File: config.mk
export PLATFORM = sky130hd
export DESIGN_NAME = sensor_sequencer
export DESIGN_NICKNAME = d
export VERILOG_FILES = /design/src/rtl/sensor_pkg.sv /design/src/rtl/sample_fifo.sv /design/src/rtl/sensor_sequencer.sv
export SDC_FILE = /design/constraint.sdc
export NUM_CORES = 1
export LEC_CHECK = 0
export BUFFER_PORTS_ARGS = -buffer_cell sky130_fd_sc_hd__buf_4
export CAP_MARGIN = 20
export CORE_ASPECT_RATIO = 1.1
export CORE_MARGIN = 8
export CORE_UTILIZATION = 35
export DETAILED_ROUTE_END_ITERATION = 8
export GPL_TIMING_DRIVEN = 0
export PLACE_DENSITY_LB_ADDON = 0.08
export SLEW_MARGIN = 20
export SYNTH_ARGS = -nofsm -noshare
export SYNTH_HDL_FRONTEND = slang
export SYNTH_SLANG_ARGS = --single-unit
File: constraint.sdc
create_clock -name clock -period 1.8 [get_ports clock]
set_clock_uncertainty 0.1 [all_clocks]
set_input_delay 0.09 -clock clock [delete_from_list [all_inputs] [get_ports clock]]
set_output_delay 0.09 -clock clock [all_outputs]
set_load 0.03 [all_outputs]
File: src/rtl/sensor_pkg.sv
// rtl/sensor_pkg.sv - shared types and constants for the sensor polling sequencer
//
// Purpose : sequencer state encoding, transaction mode encodings, default
//           sensor address / configuration byte and a counter-width helper.
// Ports   : none (package).

package sensor_pkg;

  typedef enum logic [2:0] {
    ST_IDLE    = 3'd0,
    ST_CFG     = 3'd1,
    ST_CFG_GAP = 3'd2,
    ST_READ    = 3'd3,
    ST_STORE   = 3'd4,
    ST_SLEEP   = 3'd5
  } seq_state_t;

  localparam logic MODE_WRITE = 1'b0;
  localparam logic MODE_READ  = 1'b1;

  localparam logic [6:0] DEF_SENSOR_ADDR = 7'h70;
  localparam logic [7:0] DEF_CFG_VAL     = 8'h92;

  localparam int SAMPLE_W = 8;

  // Bits needed to hold values 0..max_val inclusive (never less than 1).
  function automatic int cnt_width(input int max_val);
    return (max_val < 2) ? 1 : $clog2(max_val + 1);
  endfunction

endpackage

File: src/rtl/sample_fifo.sv
// rtl/sample_fifo.sv - first-word fall-through sample FIFO
//
// Purpose : stores captured sensor samples until the consumer pops them.
// Ports   : clock, reset_n  - system clock, asynchronous active-low reset
//           push, wdata     - write strobe and data
//           pop             - read strobe (ignored while empty)
//           rdata           - head entry, forced to zero while empty
//           empty, full     - occupancy status

module sample_fifo #(
  parameter int DEPTH = 4,
  parameter int WIDTH = 8
) (
  input  logic             clock,
  input  logic             reset_n,
  input  logic             push,
  input  logic [WIDTH-1:0] wdata,
  input  logic             pop,
  output logic [WIDTH-1:0] rdata,
  output logic             empty,
  output logic             full
);

  localparam int AW = $clog2(DEPTH);
  localparam logic [AW:0] PTR_ONE = {{AW{1'b0}}, 1'b1};

  // Pointers carry one extra wrap bit so full and empty are distinguishable.
  logic [AW:0]      wr_ptr;
  logic [AW:0]      rd_ptr;
  logic [WIDTH-1:0] mem [DEPTH];
  logic             do_push;
  logic             do_pop;

  assign empty   = (wr_ptr == rd_ptr);
  assign full    = (wr_ptr[AW] != rd_ptr[AW]) && (wr_ptr[AW-1:0] == rd_ptr[AW-1:0]);
  assign do_pop  = pop && !empty;
  // A pop in the same cycle frees the slot, so a full FIFO may still accept.
  assign do_push = push && (!full || do_pop);

  always_ff @(posedge clock or negedge reset_n) begin
    if (!reset_n) begin
      wr_ptr <= '0;
      rd_ptr <= '0;
    end else begin
      if (do_push) begin
        wr_ptr <= wr_ptr + PTR_ONE;
      end
      if (do_pop) begin
        rd_ptr <= rd_ptr + PTR_ONE;
      end
    end
  end

  always_ff @(posedge clock) begin
    if (do_push) begin
      mem[wr_ptr[AW-1:0]] <= wdata;
    end
  end

  assign rdata = empty ? '0 : mem[rd_ptr[AW-1:0]];

endmodule

File: src/rtl/sensor_sequencer.sv
// rtl/sensor_sequencer.sv - configures an I2C sensor once, then polls it into a FIFO
//
// Purpose : drives an I2C master with one configuration write after enable,
//           then periodic reads; samples land in a sample FIFO.
// Ports   : clock, reset_n            - system clock, asynchronous active-low reset
//           enable                    - run request; dropping it idles after the current transaction
//           start, mode               - request level and direction (0 write, 1 read) to the master
//           sensor_address, write_val - target address and configuration byte
//           data_ready, read_val      - master completion flag and read data
//           rd_en, rd_data            - consumer pop strobe and FIFO head
//           empty, full               - FIFO status
//           overflow, timeout_err     - sticky error flags

module sensor_sequencer
  import sensor_pkg::*;
#(
  parameter logic [6:0] SENSOR_ADDR = DEF_SENSOR_ADDR,
  parameter logic [7:0] CFG_VAL     = DEF_CFG_VAL,
  parameter int         POLL_DIV    = 1000,
  parameter int         TIMEOUT     = 4000,
  parameter int         DEPTH       = 4
) (
  input  logic                clock,
  input  logic                reset_n,
  input  logic                enable,
  output logic                start,
  output logic                mode,
  output logic [6:0]          sensor_address,
  output logic [7:0]          write_val,
  input  logic                data_ready,
  input  logic [SAMPLE_W-1:0] read_val,
  input  logic                rd_en,
  output logic [SAMPLE_W-1:0] rd_data,
  output logic                empty,
  output logic                full,
  output logic                overflow,
  output logic                timeout_err
);

  localparam int PW = cnt_width(POLL_DIV);
  localparam int WW = cnt_width(TIMEOUT);
  localparam logic [PW-1:0] POLL_LAST = PW'(POLL_DIV - 1);
  localparam logic [WW-1:0] WDOG_LAST = WW'(TIMEOUT - 1);
  localparam logic [PW-1:0] POLL_ONE  = {{(PW-1){1'b0}}, 1'b1};
  localparam logic [WW-1:0] WDOG_ONE  = {{(WW-1){1'b0}}, 1'b1};

  seq_state_t          state;
  seq_state_t          next_state;
  logic                data_ready_s;
  logic                data_ready_q;
  logic                dr_edge;
  logic [SAMPLE_W-1:0] sample;
  logic [PW-1:0]       poll_cnt;
  logic [WW-1:0]       wdog_cnt;
  logic                wdog_expired;
  logic                poll_done;
  logic                in_txn;
  logic                push;

  assign sensor_address = SENSOR_ADDR;

  // data_ready is registered before edge detection; read_val is held by the
  // master while data_ready stays high, so capturing one cycle later is safe.
  assign dr_edge      = data_ready_s & ~data_ready_q;
  assign in_txn       = (state == ST_CFG) || (state == ST_READ);
  assign wdog_expired = (wdog_cnt == WDOG_LAST);
  // >= rather than == covers a read that outlasted the poll period.
  assign poll_done    = (poll_cnt >= POLL_LAST);

  always_ff @(posedge clock or negedge reset_n) begin
    if (!reset_n) begin
      state <= ST_IDLE;
    end else begin
      state <= next_state;
    end
  end

  always_comb begin
    next_state = state;
    start      = 1'b0;
    mode       = MODE_WRITE;
    write_val  = '0;
    push       = 1'b0;
    case (state)
      ST_IDLE: begin
        if (enable) begin
          next_state = ST_CFG;
        end
      end
      ST_CFG: begin
        start     = 1'b1;
        write_val = CFG_VAL;
        if (dr_edge) begin
          next_state = ST_CFG_GAP;
        end else if (wdog_expired) begin
          next_state = ST_IDLE;
        end
      end
      ST_CFG_GAP: begin
        next_state = enable ? ST_READ : ST_IDLE;
      end
      ST_READ: begin
        start = 1'b1;
        mode  = MODE_READ;
        if (dr_edge) begin
          next_state = ST_STORE;
        end else if (wdog_expired) begin
          next_state = ST_IDLE;
        end
      end
      ST_STORE: begin
        push       = !full || rd_en;
        next_state = ST_SLEEP;
      end
      ST_SLEEP: begin
        if (!enable) begin
          next_state = ST_IDLE;
        end else if (poll_done) begin
          next_state = ST_READ;
        end
      end
      default: begin
        next_state = ST_IDLE;
      end
    endcase
  end

  always_ff @(posedge clock or negedge reset_n) begin
    if (!reset_n) begin
      data_ready_s <= 1'b0;
      data_ready_q <= 1'b0;
      sample       <= '0;
      poll_cnt     <= '0;
      wdog_cnt     <= '0;
      overflow     <= 1'b0;
      timeout_err  <= 1'b0;
    end else begin
      data_ready_s <= data_ready;
      data_ready_q <= data_ready_s;

      if ((state == ST_READ) && dr_edge) begin
        sample <= read_val;
      end

      // Poll period is measured from each READ entry; saturate so a long
      // read cannot wrap the counter back below the threshold.
      if ((state != ST_READ) && (next_state == ST_READ)) begin
        poll_cnt <= '0;
      end else if (poll_cnt != '1) begin
        poll_cnt <= poll_cnt + POLL_ONE;
      end

      if (in_txn && (next_state == state)) begin
        wdog_cnt <= wdog_cnt + WDOG_ONE;
      end else begin
        wdog_cnt <= '0;
      end

      if ((state == ST_STORE) && full && !rd_en) begin
        overflow <= 1'b1;
      end

      if (in_txn && wdog_expired && !dr_edge) begin
        timeout_err <= 1'b1;
      end
    end
  end

  sample_fifo #(
    .DEPTH (DEPTH),
    .WIDTH (SAMPLE_W)
  ) u_fifo (
    .clock   (clock),
    .reset_n (reset_n),
    .push    (push),
    .wdata   (sample),
    .pop     (rd_en),
    .rdata   (rd_data),
    .empty   (empty),
    .full    (full)
  );

endmodule

== Yosys cells after proc, flatten, opt, wreduce, memory -nomap -nowiden ==
Memories as Yosys holds them, arrays and structs flattened.
Cells that the tools add are included.

* Flip-flop bits (word level): 43
* RAM bits: 32
* Memories: 1

* Reduce and logical (&&, ||, !) cells: 20
* Add/subtract/negate cells: 4
* Equality and inequality tests: 13
* Bitwise operators: 2
* Multiplexer cells: 18
* $lt $le $gt $ge: 1

{| class="wikitable"
|+ Memories
! name !! words !! bits a word !! rd ports !! clocked after Yosys merged registers in !! wr ports !! RTL line !! RTL
|-
| u_fifo.mem || 4 || 8 || 1 || 0 || 1 || sample_fifo.sv:30 || <nowiki>logic [WIDTH-1:0] mem [DEPTH];</nowiki>
|}

{| class="wikitable"
|+ Operators by type and width
! kind !! count
|-
| 2-to-1 mux 10 bit || 2
|-
| 2-to-1 mux 3 bit || 6
|-
| one-hot mux 3 bit (6 select lines) || 1
|-
| 2-to-1 mux 8 bit || 2
|-
| adder 12 x 1 -> 12 bit (second input constant) || 1
|-
| == test 12 bit (second input constant) || 1
|-
| 2-to-1 mux 12 bit || 1
|-
| adder 10 x 1 -> 10 bit (second input constant) || 1
|-
| greater-or-equal comparator 10 bit (second input constant) || 1
|-
| logical AND 1 bit || 10
|-
| != test 10 bit (second input constant) || 1
|-
| == test 3 x 2 -> 1 bit (second input constant) || 3
|-
| adder 3 x 1 -> 3 bit (second input constant) || 2
|-
| == test 3 bit || 2
|-
| == test 3 bit (second input constant) || 2
|-
| 2-to-1 mux 1 bit || 5
|-
| logical NOT 1 bit || 4
|-
| == test 3 x 1 -> 1 bit (second input constant) || 1
|-
| logical NOT 3 bit || 1
|-
| logical OR 1 bit || 3
|-
| != test 3 x 2 -> 1 bit (second input constant) || 1
|-
| == test 2 bit || 1
|-
| 2-to-1 mux 2 bit || 1
|-
| nonzero test 2 bit || 1
|-
| other kinds (4) || 4
|}

== Logic depth before layout (Yosys ltp) ==
* Depth in word-level cells: 8
* Gate-level depth with buffers: 6

== Cells and area by module ==
A second synthesis with hierarchy kept.

* Cells, all modules: 264
* Area total of the unflattened synthesis: 3587.2 sq um

{| class="wikitable"
|+ Modules (own cells, without submodules)
! module !! area an instance (sq um) !! cells an instance !! instances
|-
| sensor_sequencer || 1929.4 || 179 || 1
|-
| sample_fifo || 1657.8 || 85 || 1
|}

== Least setup slack after synthesis ==
No wires, ideal clock.

* Kind: flip-flop to flip-flop
* Start point: register u_fifo.rd_ptr[1]
* End point: register u_fifo.rd_ptr[2]
* Setup slack: -0.135 ns
* Library setup time: 0.126 ns
* Cell stages (with the launch flop): 6
* Arrival time: 1.709 ns
* Path buffers: 1
* Data required time: 1.574 ns
* Path through: dfrtp_1 -> buf_2 -> xor2_1 -> nor3_2 -> nor2_1 -> xor2_1

* Cells in the longest elaborated chain, start to end: 3

{| class="wikitable"
|+ Ends and longest elaborated chain
! what !! RTL line !! RTL
|-
| from (decl) || sample_fifo.sv:29 || <nowiki>logic [AW:0] rd_ptr;</nowiki>
|-
| from (signal assigned) || sample_fifo.sv:49 || <nowiki>rd_ptr <= rd_ptr + PTR_ONE;</nowiki>
|-
| == test 3 bit || sample_fifo.sv:34 || <nowiki>assign empty = (wr_ptr == rd_ptr);</nowiki>
|-
| net empty || sensor_sequencer.sv:34 || <nowiki>output logic empty,</nowiki>
|-
| logical NOT 1 bit || sample_fifo.sv:36 || <nowiki>assign do_pop = pop && !empty;</nowiki>
|-
| logical AND 1 bit || sample_fifo.sv:36 ||
|}

The timed path passes the listed nets, and every way through them passes these cells.
A chain may end at the register's enable or synchronous reset.

== Worst setup path in the final report ==
* Start point: register u_fifo.rd_ptr[0]
* End point: output port rd_data[2]

* Cells in the longest elaborated chain, start to end: 2

{| class="wikitable"
|+ Ends and longest elaborated chain
! what !! RTL line !! RTL
|-
| memory (4 x 8 bit) or == test 3 bit (tied branches) || n/a ||
|-
| 2-to-1 mux 8 bit (*) || sample_fifo.sv:60 || <nowiki>assign rdata = empty ? '0 : mem[rd_ptr[AW-1:0]];</nowiki>
|-
| to (decl) || sensor_sequencer.sv:33 || <nowiki>output logic [SAMPLE_W-1:0] rd_data,</nowiki>
|}

Mark *: on every way between the ends. The rest lies on a longest branch, timed or not.

==> impl_metrics.ini <==
[global_routing]
grt_pass1_vias = 2176
antenna_found_initial = 0
grt_max_degree = 44
grt_overflow_total = 0
grt_first_pass_wirelength_um = 11100
grt_util_all_layers_pct = 11.01

[layout]
diodes = 0
syn2layout_area_growth_pct = 33.14
n_fill_cell = 882
fin_util_pct = 46.90
stdcell_area_um2 = 4549
layout_commonest_cell = buf_4
final_nets = 368
post_route_cells_drive_above_1_share_pct = 38.24
final_cell_mix = buf_4, dfrtp_1, edfxtp_1

[setup_path]
r2r_end = u_fifo.wr_ptr[2]$_DFFE_PN0P_
critPathArrivalTime_ns = 1.75
path_delay_family = multiplexers
crit_start = u_fifo.rd_ptr[0]$_DFFE_PN0P_
slowest_stage = mux4_2
crit_required_ns = 1.61
crit_chain = buf_12 -> mux4_2 -> nor2b_1 -> buf_4
endpoint_kind = output port
worst-path-stages = 4
r2r_setup_slack_ns = -0.02
path_max_fanout = 5
crit_path_end = rd_data[2]
path_buf_inv = 2
reg2reg_depth = 5
regToRegStartpoint = u_fifo.rd_ptr[0]$_DFFE_PN0P_
max_stage_delay_ns = 0.51
start_kind = flip-flop
worstSetupPathType = reg2out

[routing]
ant_nets = 0
route.met3.wl_um = 280
vias_per_cell = 4.562
wl_um = 6883
drtPass1Iterations = 4
drc = 0
wl_met2_um = 3402
highest_layer = met4
wl_per_cell_um = 14.55
first_iter_violations = 55
routedLengthMet1_um = 3063
vias = 2158

[logic_synthesis]
syn_area_um2 = 3417
ys_types = 44
synth_top_family_by_area = simple AND/OR/NAND/NOR gates
synthCells = 263
ys_seq_elements = 75
ys_warn_count = 0
synth_ff_type = dfrtp_1
synth_seq_area_share_pct = 59.61
synth-simple-area-share_pct = 14.10
synth_fa_ha_area_share_pct = 2.563
synth_edf_count = 32
synthXorXnorAreaFrac_pct = 4.870
avgSynthCellArea_um2 = 12.99
ys_async_sr_fraction_pct = 57.33
synthMuxAreaShare_pct = 9.410
synth-compound-area-share_pct = 4.248

[timing]
max_freq_mhz = 516.5
min_period_over_period_pct = 107.6
max_slew_margin_pct = 61.14
period_needed_ns = 1.936
final_hold_viol_count = 0
timing.final.ws_setup_ns = -0.1362
setup_viol = 33
worstMarginPinSlew_ns = 0.5829
rsz0062_at_grt = true
maxSlewViolCount = 0

[power]
max-vdd-ir-drop_mv = 0.8485
powerDensity_nw_per_um2 = 1594
p_leak_nw = 1.869

[clocking]
clk_path_buf_depth = 2
clk_latency_ns = 0.35
h-tree-depth = 3
cts-root-buf = clkbuf_8
clock_sinks = 75
numCtsBuffers = 9
cts_tree = done
clkTransAtPathRegs_ns = 0.08

[floorplanning]
die_w_um = 110.2
rows = 38
die_area_um2 = 13180
initial_core_util_pct = 35.23
core-area_um2 = 9699
ios = 42
die_h_um = 119.6

[place]
place_hpwl_um = 4113
place_area_um2 = 3835
place_congestion = 0.7472
io_buffers = 29
pre_cts_ws_ns = -0.3136

[worst_hold_path]
holdCritPathClass = in2reg

[status]
status = finished with violations
violations = negative setup slack

[job]
maxCapViolCount = 0
[what timing repair did]
| action | CTS | global route |
|---|---|---|
| pin swaps | 8 | 7 |
| endpoints found under the setup margin | 78 | 67 |
| hold buffers | 11 | 0 |
| cloned | 1 | 2 |
| gates resized for setup | 24 | 18 |
| endpoints found under the hold margin | 54 | 0 |
| setup buffers | 12 | 9 |
[cell usage after synthesis (2+ instances only)]
cell type	instances	area (um^2)
a21oi_1	3	15.01
and2_1	3	18.77
mux2i_1	4	40.04
or2_2	2	12.51
nand2_1	12	45.04
nor3_1	9	45.04
ha_1	7	87.58
a211oi_1	2	15.01
nor3_2	3	30.03
o21ai_0	3	15.01
nor2_1	32	120.1
edfxtp_1	32	960.9
mux2_2	9	101.4
buf_4	16	120.1
xor2_1	9	78.83
nor2b_1	8	50.05
nand3_1	6	30.03
inv_1	9	33.78
dfrtp_1	43	1076
nand2b_1	3	18.77
a31o_2	3	26.28
xnor2_1	10	87.58
nand4_1	3	18.77
nor4_1	4	25.02
mux4_2	8	180.2
conb_1	2	7.510
[metrics by stage]
step	total power, W	instances	hold WS [ns]	TNS (ns)
after floorplan	0.004488	273	-0.3056	-0.4995
after global placement	0.005259	422	0.04126	-15.56
after detailed placement	0.005284	422	0.04114	-15.34
after CTS	0.007065	462	0.02834	-1.294
after global routing	0.007735	473	0.1440	-4.198
final	0.007249	473	0.06889	-1.172
[kinds of logic after synthesis]
family / count (synthesis)
buf+inv: 27
fa+ha+maj: 7
other cells: 2
xor+xnor: 19
mux: 21
flops: 75
simple gates: 93
compound gates: 19
[worst min path at each step]
stage | startpoint | cells after the start | to
after global placement | reset_n | 1 | wdog_cnt[0]$_DFF_PN0_
after floorplan | reset_n | 0 | data_ready_q$_DFF_PN0_
after detailed placement | reset_n | 1 | wdog_cnt[3]$_DFF_PN0_
final | enable | 3 | state[0]$_DFF_PN0_
after global routing | enable | 3 | state[0]$_DFF_PN0_
after CTS | enable | 3 | state[0]$_DFF_PN0_
[registers in the layout (all words and copies together) (netlist names)]
name	count
wdog_cnt	12
poll_cnt	10
u_fifo.mem	32
overflow	1
sample	8
u_fifo.rd_ptr	3
u_fifo.wr_ptr	3
timeout_err	1
data_ready_s	1
state	3
data_ready_q	1
[layout make-up]
type | count | area (um^2) | share of cell area, %
sequential | 75 | 2042 | 44.88
multi-input combinational | 172 | 1413 | 31.05
timing repair buffer | 63 | 554.3 | 12.18
buffer | 18 | 155.1 | 3.410
tap | 120 | 150.1 | 3.300
clock buffer | 11 | 141.4 | 3.108
clock inverter | 5 | 60.06 | 1.320
inverter | 9 | 33.78 | 0.7426
[worst min-delay path, stage by stage]
cell      delay (ns)
buf_4           0.12
inv_1           0.13
o311ai_0        0.14
[metal layers]
layer / vias to the layer above / GRT usage (%)
met5: - / 0
met1: 1038 / 13.49
met4: 0 / 5.505
li1: 1077 / -
met3: 10 / 3.056
met2: 33 / 17.33
[where the power goes]
part           internal (W)  total (W)  switching (W)
clock network      0.000686    0.00134       0.000654
registers           0.00226    0.00271       0.000453
logic               0.00154    0.00320        0.00166
total               0.00449    0.00725        0.00276
Power figures use the tool's default switching activity.
